--- config.mk ---
export PLATFORM = sky130hd
export DESIGN_NAME = uart_tx_arb
export DESIGN_NICKNAME = d
export VERILOG_FILES = /design/src/rtl/uart_arb_pkg.sv /design/src/rtl/rr_pick.sv /design/src/rtl/uart_tx_arb.sv
export SDC_FILE = /design/constraint.sdc
export NUM_CORES = 1
export LEC_CHECK = 0
export BUFFER_PORTS_ARGS = -buffer_cell sky130_fd_sc_hd__buf_2
export CORE_MARGIN = 2
export CORE_UTILIZATION = 30
export DETAILED_ROUTE_END_ITERATION = 7
export MAX_ROUTING_LAYER = met4
export PLACE_DENSITY = 0.51
export SYNTH_ARGS = -nofsm -noshare
export SYNTH_HDL_FRONTEND = slang
export SYNTH_SLANG_ARGS = --single-unit
--- constraint.sdc ---
create_clock -name i_clk -period 3.28 [get_ports i_clk]
set_input_delay 0.328 -clock i_clk [delete_from_list [all_inputs] [get_ports i_clk]]
set_output_delay 0.328 -clock i_clk [all_outputs]
set_load 0.05 [all_outputs]
--- src/rtl/uart_arb_pkg.sv ---
// Shared types and constants for the UART transmit arbiter.
package uart_arb_pkg;

  // Arbiter FSM encoding.
  typedef enum logic [1:0] {
    IDLE   = 2'd0,
    SEND   = 2'd1,
    LOCKED = 2'd2
  } arb_state_e;

  localparam int DEF_N_REQ        = 3;
  localparam int DEF_LOCK_TIMEOUT = 4096;
  localparam int BYTE_W           = 8;

  // Width of an owner index; never narrower than one bit.
  function automatic int idx_w(input int n);
    return (n <= 2) ? 1 : $clog2(n);
  endfunction

endpackage

--- src/rtl/rr_pick.sv ---
// Combinational round-robin selector. The search begins one slot past
// last_i and wraps, so the previous winner has the lowest priority.
module rr_pick
  import uart_arb_pkg::*;
#(
  parameter int N_REQ = DEF_N_REQ,
  parameter int IW    = idx_w(N_REQ)
) (
  input  logic [N_REQ-1:0] req_i,
  input  logic [IW-1:0]    last_i,
  output logic [N_REQ-1:0] gnt_o,
  output logic [IW-1:0]    idx_o,
  output logic             any_o
);

  int   cand;
  logic found;

  // Walk the requesters starting after last_i; the first active one wins.
  always_comb begin
    gnt_o = '0;
    idx_o = '0;
    found = 1'b0;
    cand  = 0;
    for (int off = 1; off <= N_REQ; off++) begin
      cand = int'(last_i) + off;
      if (cand >= N_REQ) cand = cand - N_REQ;
      if (!found && req_i[cand]) begin
        found       = 1'b1;
        idx_o       = IW'(cand);
        gnt_o[cand] = 1'b1;
      end
    end
    any_o = found;
  end

endmodule

--- src/rtl/uart_tx_arb.sv ---
// Arbitrates several byte streams onto one UART transmitter. A packet
// owner keeps the grant until its last byte is sent or it stays silent
// for LOCK_TIMEOUT cycles.
//
// state  | meaning
// IDLE   | no owner; round-robin accept of the next valid requester
// SEND   | hold full, o_tx_valid high until the transmitter takes it
// LOCKED | mid-packet; only the owner may deliver, idle cycles counted
module uart_tx_arb
  import uart_arb_pkg::*;
#(
  parameter int N_REQ        = DEF_N_REQ,
  parameter int LOCK_TIMEOUT = DEF_LOCK_TIMEOUT
) (
  input  logic                      i_clk,
  input  logic                      i_rst_n,
  input  logic [N_REQ-1:0]          i_req_valid,
  input  logic [N_REQ*BYTE_W-1:0]   i_req_data,
  input  logic [N_REQ-1:0]          i_req_last,
  output logic [N_REQ-1:0]          o_req_ready,
  output logic [BYTE_W-1:0]         o_tx_data,
  output logic                      o_tx_valid,
  input  logic                      i_tx_ready,
  output logic [N_REQ-1:0]          o_grant,
  output logic                      o_timeout
);

  localparam int IW = idx_w(N_REQ);
  localparam int CW = $clog2(LOCK_TIMEOUT + 1);

  arb_state_e          state_q, state_d;
  logic                hold_full_q, hold_full_d;
  logic [BYTE_W-1:0]   hold_data_q, hold_data_d;
  logic                hold_last_q, hold_last_d;
  logic [IW-1:0]       owner_q, owner_d;
  logic [IW-1:0]       last_owner_q, last_owner_d;
  logic [N_REQ-1:0]    grant_q, grant_d;
  logic                tx_valid_q, tx_valid_d;
  logic [CW-1:0]       cnt_q, cnt_d;
  logic                timeout_q, timeout_d;

  logic [N_REQ-1:0]    pick_gnt;
  logic [IW-1:0]       pick_idx;
  logic                pick_any;

  logic [N_REQ-1:0]    req_ready;
  logic                acc;
  logic [IW-1:0]       sel_idx;
  logic [BYTE_W-1:0]   sel_data;
  logic                sel_last;
  logic                owner_valid;
  logic                tx_xfer;
  logic [CW-1:0]       cnt_inc;

  rr_pick #(
    .N_REQ (N_REQ),
    .IW    (IW)
  ) u_pick (
    .req_i  (i_req_valid),
    .last_i (last_owner_q),
    .gnt_o  (pick_gnt),
    .idx_o  (pick_idx),
    .any_o  (pick_any)
  );

  // Ready is offered only while the hold is empty; in IDLE to the
  // round-robin winner, in LOCKED to the owner alone. Forced low in reset.
  always_comb begin
    req_ready = '0;
    if (i_rst_n && !hold_full_q) begin
      unique case (state_q)
        IDLE:    req_ready = pick_gnt;
        LOCKED:  req_ready = grant_q;
        default: req_ready = '0;
      endcase
    end
  end

  assign acc         = |(i_req_valid & req_ready);
  assign sel_idx     = (state_q == LOCKED) ? owner_q : pick_idx;
  assign sel_data    = i_req_data[int'(sel_idx)*BYTE_W +: BYTE_W];
  assign sel_last    = i_req_last[sel_idx];
  assign owner_valid = i_req_valid[owner_q];
  assign tx_xfer     = tx_valid_q & i_tx_ready;

  // Next-state logic: accept into the hold, drain to the transmitter,
  // and release the lock on last byte or on idle timeout.
  always_comb begin
    state_d      = state_q;
    hold_full_d  = hold_full_q;
    hold_data_d  = hold_data_q;
    hold_last_d  = hold_last_q;
    owner_d      = owner_q;
    last_owner_d = last_owner_q;
    grant_d      = grant_q;
    tx_valid_d   = tx_valid_q;
    cnt_d        = cnt_q;
    timeout_d    = 1'b0;
    cnt_inc      = (cnt_q == CW'(LOCK_TIMEOUT)) ? cnt_q : cnt_q + CW'(1);

    unique case (state_q)
      IDLE, LOCKED: begin
        if (acc) begin
          hold_full_d  = 1'b1;
          hold_data_d  = sel_data;
          hold_last_d  = sel_last;
          tx_valid_d   = 1'b1;
          owner_d      = sel_idx;
          last_owner_d = sel_idx;
          grant_d      = req_ready;
          cnt_d        = '0;
          state_d      = SEND;
        end else if (state_q == LOCKED && !owner_valid) begin
          cnt_d = cnt_inc;
          if (cnt_inc == CW'(LOCK_TIMEOUT)) begin
            timeout_d = 1'b1;
            grant_d   = '0;
            cnt_d     = '0;
            state_d   = IDLE;
          end
        end
      end
      SEND: begin
        if (tx_xfer) begin
          tx_valid_d  = 1'b0;
          hold_full_d = 1'b0;
          cnt_d       = '0;
          if (hold_last_q) begin
            grant_d = '0;
            state_d = IDLE;
          end else begin
            state_d = LOCKED;
          end
        end
      end
      default: begin
        state_d     = IDLE;
        hold_full_d = 1'b0;
        tx_valid_d  = 1'b0;
        grant_d     = '0;
        cnt_d       = '0;
      end
    endcase
  end

  // State register; reset drops any held byte and lock and hands first
  // priority to requester 0.
  always_ff @(posedge i_clk or negedge i_rst_n) begin
    if (!i_rst_n) begin
      state_q      <= IDLE;
      hold_full_q  <= 1'b0;
      hold_data_q  <= '0;
      hold_last_q  <= 1'b0;
      owner_q      <= '0;
      last_owner_q <= IW'(N_REQ - 1);
      grant_q      <= '0;
      tx_valid_q   <= 1'b0;
      cnt_q        <= '0;
      timeout_q    <= 1'b0;
    end else begin
      state_q      <= state_d;
      hold_full_q  <= hold_full_d;
      hold_data_q  <= hold_data_d;
      hold_last_q  <= hold_last_d;
      owner_q      <= owner_d;
      last_owner_q <= last_owner_d;
      grant_q      <= grant_d;
      tx_valid_q   <= tx_valid_d;
      cnt_q        <= cnt_d;
      timeout_q    <= timeout_d;
    end
  end

  assign o_req_ready = req_ready;
  assign o_tx_data   = hold_data_q;
  assign o_tx_valid  = tx_valid_q;
  assign o_grant     = grant_q;
  assign o_timeout   = timeout_q;

endmodule

[Yosys cells after proc, flatten, opt, wreduce, memory -nomap -nowiden]
Index checks and enable logic that the tools add are counted.
W data, S select, Z words.
Operators by class
  $add $sub $neg: 7
  multipliers: 0
  divide/modulo/power cells: 0
  order comparisons: 11
  eq/ne operators: 9
  shift-type cells: 1
  multiplexer cells: 58
  bitwise logic cells: 4
  reduce and logical (&&, ||, !) cells: 19
Operators by type and width (count)
  $ge A32 B1 Y1 const B: 3
  $ge A32 B3 Y1 const B: 3
  $lt A32 B4 Y1 const B: 3
  $mux W32: 3
  $sub A32 B3 Y32 const B: 3
  $mux W13: 5
  $mux W3: 9
  $eq A13 B13 Y1 const B: 2
  $pmux W13 S2: 1
  $shiftx A24 B6 Y8: 1
  $mux W1: 19
  $mux W2: 9
  $add A13 B1 Y13 const B: 1
  $pmux W3 S2: 2
  $bmux W1 S2: 5
  $logic_and A1 B1 Y1: 7
  $add A2 B2 Y3 const B: 2
  $demux W1 S2: 3
  $lt A2 B3 Y1 const B: 2
  $ne A2 B2 Y1 const B: 3
  $ne A3 B3 Y1 const B: 2
  $or A3 B3 Y3: 2
  $reduce_and A2 Y1: 3
  $logic_not A1 Y1: 4
  12 further kinds: 12
Word-level totals
  flip-flop bits (word level): 33
  latch bits: 0
  memory bits (writable): 0
  ROM bits: 0
  bits of input ports: 33
  output and inout bits: 16
  logic and storage cells: 118
  memories kept: 0

[Longest topological paths before layout]
Gate-level depths: netlist of the first run.
  depth in word-level cells: 19
  depth in mapped cells: 14
  mapped depth without buffers: 10

[Modules after synthesis]
A second synthesis of the first run with hierarchy kept.
Unflattened totals
  cell total of the unflattened synthesis: 288
  area, all modules: 2342.2 sq um
Modules (own cells, without submodules)
  uart_tx_arb: instances 1, cells an instance 246, area each 2055.7 sq um, seq. area each 802.0 sq um
  rr_pick: instances 1, cells an instance 42, area each 286.5 sq um, seq. area each 0.0 sq um

[Worst setup path before layout of the first run]
OpenSTA, ideal clock, no wires.
  path kind: register -> register
  start point: reg owner_q[0]
  end point: reg grant_q[0], in the netlist o_grant[0]
  library setup time: 70 ps
  arrival time: 2968 ps
  data required time: 3210 ps
  setup slack: 241 ps
  stages on the path, launching flop included: 10
  buffers on the path: 2
  clock period less this slack: 3039 ps
  cell sequence: dfrtp_1 > clkbuf_1 > inv_1 > ha_1 > buf_2 > a32oi_1 > o22ai_1 > nand3_1 > a41oi_1 > a22o_1
On the way
  longest elaborated chain between the ends: 6
Ends and longest elaborated chain
  from (decl): line uart_tx_arb.sv:35  | logic [IW-1:0] owner_q, owner_d;
  from (signal assigned): line uart_tx_arb.sv:165  | owner_q <= owner_d;
  $bmux W1 S2: line uart_tx_arb.sv:83  | assign owner_valid = i_req_valid[owner_q];
  $mux W1 (implied by the code): line uart_tx_arb.sv:83
  $logic_not A1 Y1: line uart_tx_arb.sv:113  | end else if (state_q == LOCKED && !owner_valid) begin
  $logic_and A1 B1 Y1: line uart_tx_arb.sv:113
  $ne A3 B3 Y1 (no line)
  $reduce_and A4 Y1 (no line)
  to (signal assigned): line uart_tx_arb.sv:167  | grant_q <= grant_d;
  to (decl): line uart_tx_arb.sv:37  | logic [N_REQ-1:0] grant_q, grant_d;
No other way between the ends. The select of a mux whose other input is x is not followed.
A chain may end at the register's enable or synchronous reset.

[Worst setup path in the final report of the first run]
  start point: reg last_owner_q[1]
  end point: reg cnt_q[8]
On the way
  longest elaborated chain between the ends: 19
  elaborated cells on any way between the ends: 55
  classes of those cells: add/sub: 6; order compare: 9; eq/ne: 1; mux: 27; bitwise: 3; reduce/logical: 9
Ends and longest elaborated chain
  from (decl): line uart_tx_arb.sv:36  | logic [IW-1:0] last_owner_q, last_owner_d;
  from (signal assigned): line uart_tx_arb.sv:155  | last_owner_q <= IW'(N_REQ - 1);
  from (signal assigned): line uart_tx_arb.sv:166  | last_owner_q <= last_owner_d;
  parallel branches: the longest is 12 deep, another holds $sub A32 B3 Y32
  $mux W3 (*): line rr_pick.sv:28  | if (!found && req_i[cand]) begin
  $pmux W3 S2 (*): line uart_tx_arb.sv:71  | unique case (state_q)
  $mux W3 (*): line uart_tx_arb.sv:70  | if (i_rst_n && !hold_full_q) begin
  $and A3 B3 Y3 (*): line uart_tx_arb.sv:79  | assign acc = |(i_req_valid & req_ready);
  $reduce_or A3 Y1 (*): line uart_tx_arb.sv:79
  $mux W13 / $ne A3 B3 Y1 (equally long branches)
  $pmux W13 S2 / $reduce_and A2 Y1 (equally long branches)
  to (signal assigned): line uart_tx_arb.sv:169  | cnt_q <= cnt_d;
  to (decl): line uart_tx_arb.sv:39  | logic [CW-1:0] cnt_q, cnt_d;
Every way passes the cells marked *. The select of a mux whose other input is x is not followed.

==> results of run 1 <==
[how the worst max path moves through the flow]
stage                               start           end  slack [ps]  cells past startpoint
after floorplan                owner_q[0]    o_grant[0]         240                      9
after global placement    last_owner_q[1]  o_tx_data[3]         130                     10
after detailed placement  last_owner_q[1]  o_tx_data[1]         110                     10
after CTS                 last_owner_q[1]  o_tx_data[3]          90                     10
after global routing      last_owner_q[1]  o_tx_data[1]         -70                     10
final                     last_owner_q[1]      cnt_q[8]         180                      9
[stage by stage]
step           worst slack, ps  utilization (%)  std cells
2_1_floorplan              241                -        272
3_3_place_gp               130             35.5        414
3_5_place_dp               108             35.5        414
4_1_cts                   91.8             36.8        422
5_1_grt                  -72.2             37.0        422
6_report                   178             37.0        422
[power groups by stage]
stage	Sequential (mW)	Clock, mW	Combinational, mW
final	0.638	0.337	1.68
after global routing	0.662	0.369	1.84
after CTS	0.640	0.350	1.67
after detailed placement	0.645	0	1.66
after global placement	0.645	0	1.65
after floorplan	0.851	0	1.12
[sequential cells by signal, indices dropped and copies added (netlist names)]
register	flops
o_tx_data	8
o_timeout	1
cnt_q	13
o_tx_valid	1
last_owner_q	1
owner_q	2
o_grant	3
hold_last_q	1
state_q	2
[cell usage after synthesis (7+ instances only)]
cell type / count / area, um2
sky130_fd_sc_hd__dfrtp_1: 31 / 776
sky130_fd_sc_hd__nor2_1: 24 / 90.1
sky130_fd_sc_hd__nand2_1: 17 / 63.8
sky130_fd_sc_hd__a21oi_1: 15 / 75.1
sky130_fd_sc_hd__inv_1: 14 / 52.6
sky130_fd_sc_hd__mux2i_1: 13 / 130
sky130_fd_sc_hd__a22o_1: 12 / 105
sky130_fd_sc_hd__a2bb2oi_1: 9 / 78.8
sky130_fd_sc_hd__o21ai_0: 9 / 45.0
sky130_fd_sc_hd__ha_1: 8 / 100
sky130_fd_sc_hd__nand3_1: 8 / 40.0
sky130_fd_sc_hd__buf_2: 7 / 35.0
sky130_fd_sc_hd__clkbuf_1: 7 / 26.3
[routing by layer]
metal  GRT usage [%]  wire [um]  up-vias
met2            25.1       2900       59
met3            2.65        271        4
met5               -          0        -
met4            3.62         55        0
li1                -          -     1104
met1            20.1       3030     1065
[worst reg2reg max path: stages, from the launching register on]
cell and delay (ps):
sky130_fd_sc_hd__dfstp_2 540, sky130_fd_sc_hd__inv_1 90, sky130_fd_sc_hd__ha_1 520, sky130_fd_sc_hd__a32oi_1 200, sky130_fd_sc_hd__o22ai_2 300, sky130_fd_sc_hd__nand4_1 130, sky130_fd_sc_hd__a21oi_1 340, sky130_fd_sc_hd__o31a_2 470
sky130_fd_sc_hd__o21ai_0 160, sky130_fd_sc_hd__a22o_1 250
[layout make-up]
class | instances | area (um2)
Clock buffer | 8 | 100
Sequential cell | 32 | 802
Tap cell | 102 | 128
Fill cell | 841 | 4920
Inverter | 14 | 52.6
Multi-Input combinational cell | 210 | 1500
Timing Repair Buffer | 56 | 300
[repair_timing]
item                                    4_1_cts  5_1_grt
endpoints found under the setup margin        0       29
hold endpoints to repair                      0        0
gates resized for setup                       0        3
[cells by family after synthesis]
group	Yosys count
simple gates	100
compound gates	80
flops	32
buf+inv	30
mux	17
fa+ha+maj	8
xor+xnor	5
==> metrics.txt, run 1 <==
result of the run=complete, no violations; weighted congestion reported at the end of routability-driven placement=0.858; maximum clock frequency=322 MHz; min-delay worst type=input port to asynchronous set/reset pin; CP Data Arrival Time=3280 ps; via count of the routed design=2232; Buffers on Ports=48; design internal power=1.33 mW; CP delay by family, top=compound AO/OA/AOI/OAI gates; arithmetic-cell share of the synthesized area counting full adders, half adders and majority gates=4.12%; count of final max-slew check failures=0; critical setup path kind=flip-flop to flip-flop; final-report setup violation count=0; routed vias/inst=5.29; residual antenna-violating net count after detailed routing=0; die area=8840 um2; DRC Markers=0; highest-delay cell along the critical path=sky130_fd_sc_hd__dfstp_2; dominant synthesized flop cell=sky130_fd_sc_hd__dfrtp_1; most common library cell in the layout ignoring fill and taps=sky130_fd_sc_hd__buf_2; area fraction in compound gates after synthesis=24.3%; post-CTS repair timing setup buffer count=0; Worst R2R Start=last_owner_q[1]; Hold Fails Final Rpt=0; Mapped Avg Cell Area=8.94 um2; peak ir drop on the vdd network=0.399 mV; Post-DP Area=2770 um2; area added between synthesis and finish=18.6%; proportion of layout cells with a drive suffix above 1=27.8%; ant diodes=0; synthesized netlist cell count=272; synthesized netlist net count=313; number of DRC markers after the initial detailed-route iteration=171; area share of and/or/nand/nor cells after synthesis=23.7%; CTS tree=yes; Post-Syn Area=2430 um2; antenna violations before repair=0; initial standard-cell utilization of the core=31.2%; Yosys warning total=0; R2R Path End=cnt_q[8]; sequence of cells on the critical path=inv_1 -> ha_1 -> a32oi_1 -> o22ai_2 -> nand4_1 -> a21oi_1 -> o31a_2 -> o21ai_0 -> a22o_1; Max-slew headroom=59.7%; number of sinks handled by clock tree synthesis=32; transition time at the pin with the least slew margin=604 ps; area of the core=7810 um2; Clock Latency Late Sink=280 ps; mux share of post-synthesis cell area=7.36%; number of global-route vias before repair=2236; post-route standard cell area excluding fillers=2890 um2; Detailed Route WL=6250 um; Worst setup SP type=flip-flop; buffer and inverter count on the worst path=1; portion of total power attributed to combinational logic=63.2%; hold slack=118 ps; proportion of total power due to net switching=49.9%; most frequent cells in the layout=48 x sky130_fd_sc_hd__buf_2, 31 x sky130_fd_sc_hd__dfrtp_1, 24 x sky130_fd_sc_hd__nor2_1; cell depth of the worst flop-to-flop path=9; gr ovfl total=0; post-route fraction of the period consumed by the critical path=94.6%; number of max-cap violations=0; clock network fraction of total power=12.7%; Worst Setup End Kind=flip-flop; die width=94.0 um; first-pass GRT wire length=10700 um; unrepaired setup endpoints after global routing=true; boundary pin count=49; Longest Clk Path Bufs=2; pin count of the biggest net entering global routing=33; share of flip-flops with an asynchronous set or reset after synthesis=100%; Wirelength per Cell=14.8 um; count of TritonRoute iterations in the first routing pass=4; main combinational cell family by area after synthesis=compound AO/OA/AOI/OAI gates; Psw=1.32 mW; CTS H-tree lvls=2; minimum period implied by the final worst setup slack=3100 ps; sequential share of power=24.1%; register-to-register setup slack=180 ps; nets=360; total global routing track utilization=15.4%; EDFF count, synth=0; distinct cell type count after synthesis=65; DIE HEIGHT=94.0 um; areal power density over the cells=919 nW/um2; required time reported for the critical path endpoint=3450 ps; number of buffers created by CTS=5; crit path max fanout=15; synthesis-stage register bit count=32; slowest stage delay, CP=540 ps; portion of the post-synthesis area used by sequential elements=33.0%; clock edge transition at the registers on the reported setup and hold paths=70 ps; Final Power=2.65 mW; quantity of hold-fixing buffers added after cts=0; aggregate negative setup slack=0 ps; clock root buffer=sky130_fd_sc_hd__clkbuf_8; XOR/XNOR share of the synthesized area=1.80%; LEAKAGE=1.28 nW; row count=32; final worst clock skew=9.30 ps; sum of net half-perimeters after detailed placement=4660 um
(Power assumes the default switching activity.)
==> inputs of run 2 (changes only) <==
--- a/config.mk
+++ b/config.mk
@@ -5,12 +5,14 @@
 export SDC_FILE = /design/constraint.sdc
 export NUM_CORES = 1
 export LEC_CHECK = 0
+export ABC_AREA = 1
 export BUFFER_PORTS_ARGS = -buffer_cell sky130_fd_sc_hd__buf_2
 export CORE_MARGIN = 2
 export CORE_UTILIZATION = 30
 export DETAILED_ROUTE_END_ITERATION = 7
 export MAX_ROUTING_LAYER = met4
 export PLACE_DENSITY = 0.51
+export RECOVER_POWER = 100
 export SYNTH_ARGS = -nofsm -noshare
 export SYNTH_HDL_FRONTEND = slang
 export SYNTH_SLANG_ARGS = --single-unit
==> metrics.txt, run 2 <==
result of the run=finished with violations; violated checks=max-capacitance violations, max-slew violations; routed vias/inst=4.63 (-12%); proportion of layout cells with a drive suffix above 1=22.1% (-5.7 points); slowest stage delay, CP=470 ps (-70 ps); Mapped Avg Cell Area=7.31 um2 (-18%); CP delay by family, top=simple AND/OR/NAND/NOR gates; area of the core=7810 um2 (unchanged); boundary pin count=49 (unchanged); unrepaired setup endpoints after global routing=false; Worst Setup End Kind=flip-flop; top cells by count, synth=91 x sky130_fd_sc_hd__nand2_1, 36 x sky130_fd_sc_hd__nor2_1, 31 x sky130_fd_sc_hd__dfrtp_1, 30 x sky130_fd_sc_hd__inv_1, 30 x sky130_fd_sc_hd__nand3_1; number of DRC markers after the initial detailed-route iteration=85 (-50%); Worst setup SP type=flip-flop; areal power density over the cells=954 nW/um2 (+3.8%); Buffers on Ports=48 (unchanged); most common library cell in the layout ignoring fill and taps=sky130_fd_sc_hd__nand2_1; number of flip-flops in the largest register=13 (unchanged); CP Data Arrival Time=3100 ps (-180 ps); Wirelength per Cell=12.1 um (-19%); DIE HEIGHT=94.4 um (+0.34%); synthesized netlist net count=376 (+20%); Max-slew headroom=-16.0% (-76 points); biggest area consumer among synthesized cells=sky130_fd_sc_hd__dfrtp_1; Clock Latency Late Sink=280 ps (about the same); crit path max fanout=8 (-7); Final Power=2.68 mW (+0.97%); most repeated library cell on the critical path=sky130_fd_sc_hd__nand2_1; highest-delay cell along the critical path=sky130_fd_sc_hd__dfrtp_1; count of instances resized after the clock tree is built=0 (unchanged); quantity of hold-fixing buffers added after cts=0 (unchanged); die area=8900 um2 (+0.68%); Hold Fails Final Rpt=0 (unchanged); DRC Markers=0 (unchanged); number of sinks handled by clock tree synthesis=32 (unchanged); distinct cell type count after synthesis=37 (-43%); Yosys warning total=0 (unchanged); count of TritonRoute iterations in the first routing pass=4 (unchanged); top register by number of flip-flops=cnt_q; aggregate negative setup slack=0 ps (unchanged); critical setup path kind=flip-flop to flip-flop; Longest Clk Path Bufs=2 (unchanged); portion of the post-synthesis area used by sequential elements=32.7% (-0.24 points); final-report setup violation count=0 (unchanged); final-layout fill cell count=856 (+1.8%); dominant synthesized flop cell=sky130_fd_sc_hd__dfrtp_1; sequence of cells on the critical path=inv_1 -> ha_1 -> inv_2 -> nand2_1 -> nand3_2 -> nand2_4 -> nand3_1 -> nand2_1 -> inv_2 -> nand2_1 -> nand2_1 -> nand2_1 -> nand3_1 -> inv_1 -> nor2_1 -> buf_4 -> nand4_1 -> o21ai_2; count of final max-slew check failures=33 (+33); Post-Syn Area=2450 um2 (+0.72%); row count=32 (unchanged); EDFF count, synth=0 (unchanged); required time reported for the critical path endpoint=3490 ps (+40 ps); number of buffers created by CTS=5 (unchanged); clock root buffer=sky130_fd_sc_hd__clkbuf_8; weighted congestion reported at the end of routability-driven placement=0.843 (-1.8%); first-pass GRT wire length=10100 um (-5.7%); post-CTS repair timing setup buffer count=0 (unchanged); nets=425 (+18%); CTS tree=yes; peak ir drop on the vdd network=0.573 mV (+44%); CTS H-tree lvls=2 (unchanged); most frequent cells in the layout=91 x sky130_fd_sc_hd__nand2_1, 36 x sky130_fd_sc_hd__nor2_1, 31 x sky130_fd_sc_hd__inv_1, 31 x sky130_fd_sc_hd__dfrtp_1, 31 x sky130_fd_sc_hd__buf_2; total global routing track utilization=14.4% (-1.0 points); transition time at the pin with the least slew margin=1740 ps (+1140 ps); synthesized netlist cell count=335 (+23%); ant diodes=0 (unchanged); synthesis-stage register bit count=32 (unchanged); min-delay worst type=input port to flip-flop; minimum period implied by the final worst setup slack=2890 ps (-214 ps); maximum clock frequency=346 MHz (+7.4%); via count of the routed design=2254 (+0.99%); die width=94.4 um (+0.34%); LEAKAGE=1.35 nW (+5.4%); area added between synthesis and finish=14.6%; leading cell type by number of instances after synthesis=sky130_fd_sc_hd__nand2_1; buffer and inverter count on the worst path=5 (+4); Detailed Route WL=5870 um (-6.1%); area share of the leading cell type in the synthesized netlist=31.7% (-0.23 points); Area contributors post-synth=sky130_fd_sc_hd__dfrtp_1 32%, sky130_fd_sc_hd__nand2_1 14%, sky130_fd_sc_hd__nand3_1 6.1%, sky130_fd_sc_hd__nor2_1 5.5%, sky130_fd_sc_hd__o21ai_2 5.0%; post-route fraction of the period consumed by the critical path=88.1% (-6.5 points); final worst clock skew=2.98 ps (-6.33 ps); clock edge transition at the registers on the reported setup and hold paths=70 ps (about the same); antenna violations before repair=0 (unchanged); share of flip-flops with an asynchronous set or reset after synthesis=100% (unchanged); initial standard-cell utilization of the core=31.4% (+0.22 points); sum of net half-perimeters after detailed placement=4620 um (-0.94%); number of max-cap violations=1 (+1); pin count of the biggest net entering global routing=33 (unchanged); residual antenna-violating net count after detailed routing=0 (unchanged); number of global-route vias before repair=2126 (-4.9%); gr ovfl total=0 (unchanged)
==> run 2: cell types whose count changed in the layout (fill, tap and decap cells not counted), moves of 13 or more <==
cell                       previous run  this run
sky130_fd_sc_hd__nand2_1             17        91
sky130_fd_sc_hd__nand3_1              8        30
sky130_fd_sc_hd__buf_2               48        31
sky130_fd_sc_hd__mux2i_1             13         0
sky130_fd_sc_hd__clkbuf_1             1        15
sky130_fd_sc_hd__inv_1               14        31
==> run 2: final cells by class <==
type / instances / area [um2] / share of cell area (%)
Clock buffer: 6 / 82.6 / 2.94
Clock inverter: 2 / 10.0 / 0.357
Inverter: 34 / 128 / 4.55
Multi-Input combinational cell: 260 / 1420 / 50.5
Sequential cell: 32 / 802 / 28.6
Tap cell: 102 / 128 / 4.55
Timing Repair Buffer: 51 / 239 / 8.52
==> run 2: metal layers <==
metal | vias to the layer above | wire (um) | global-route usage, %
li1 | 1191 | - | -
met1 | 1005 | 3010 | 20.3
met2 | 52 | 2540 | 21.4
met3 | 6 | 277 | 3.03
met4 | 0 | 53 | 2.90
met5 | - | 0 | -
==> run 2: worst min-delay path, delay by kind of cell <==
kind / cells / cell delay (ps)
compound gates: 1 / 70
simple gates: 1 / 50
buf+inv: 1 / 90
==> run 2: metrics by stage <==
step                      std cells  worst slack, ps  hold WS, ps  instance area [um2]  utilization [%]
after floorplan                 335              606         32.4                 2450                -
after global placement          479              524          418                 2760             35.3
after detailed placement        479              508          410                 2760             35.3
after CTS                       487              470         93.7                 2850             36.5
after global routing            487             80.8          295                 2810             35.9
final                           487              392          295                 2810             35.9
==> run 2: logic make-up after synthesis <==
family,count (synthesis),share of synthesized area (%)
buffers and inverters,43,8.63
AND/OR/NAND/NOR,198,37.6
AO/OA/AOI/OAI,44,13.3
flip-flops,32,32.7
XOR/XNOR,10,3.58
adder cells (fa/ha/maj),8,4.09
==> run 2: power by group <==
group / switching (mW) / internal, mW
Clock: 0.149 / 0.167
Sequential: 0.111 / 0.514
Combinational: 1.22 / 0.516
==> run 2: worst paths after layout <==
path / startpoint / to / slack (ps) / cells past startpoint
worst max-delay path: owner_q[0] / cnt_q[0] / 390 / 18
max in group asynchronous: i_rst_n / cnt_q[1] / 1630 / 2
min in group asynchronous: i_rst_n / owner_q[0] / 650 / 2
worst min-delay path: i_req_data[17] / o_tx_data[1] / 300 / 3
worst min register to register: o_grant[2] / o_grant[2] / 530 / 2
worst max register to register: owner_q[0] / cnt_q[0] / 390 / 18
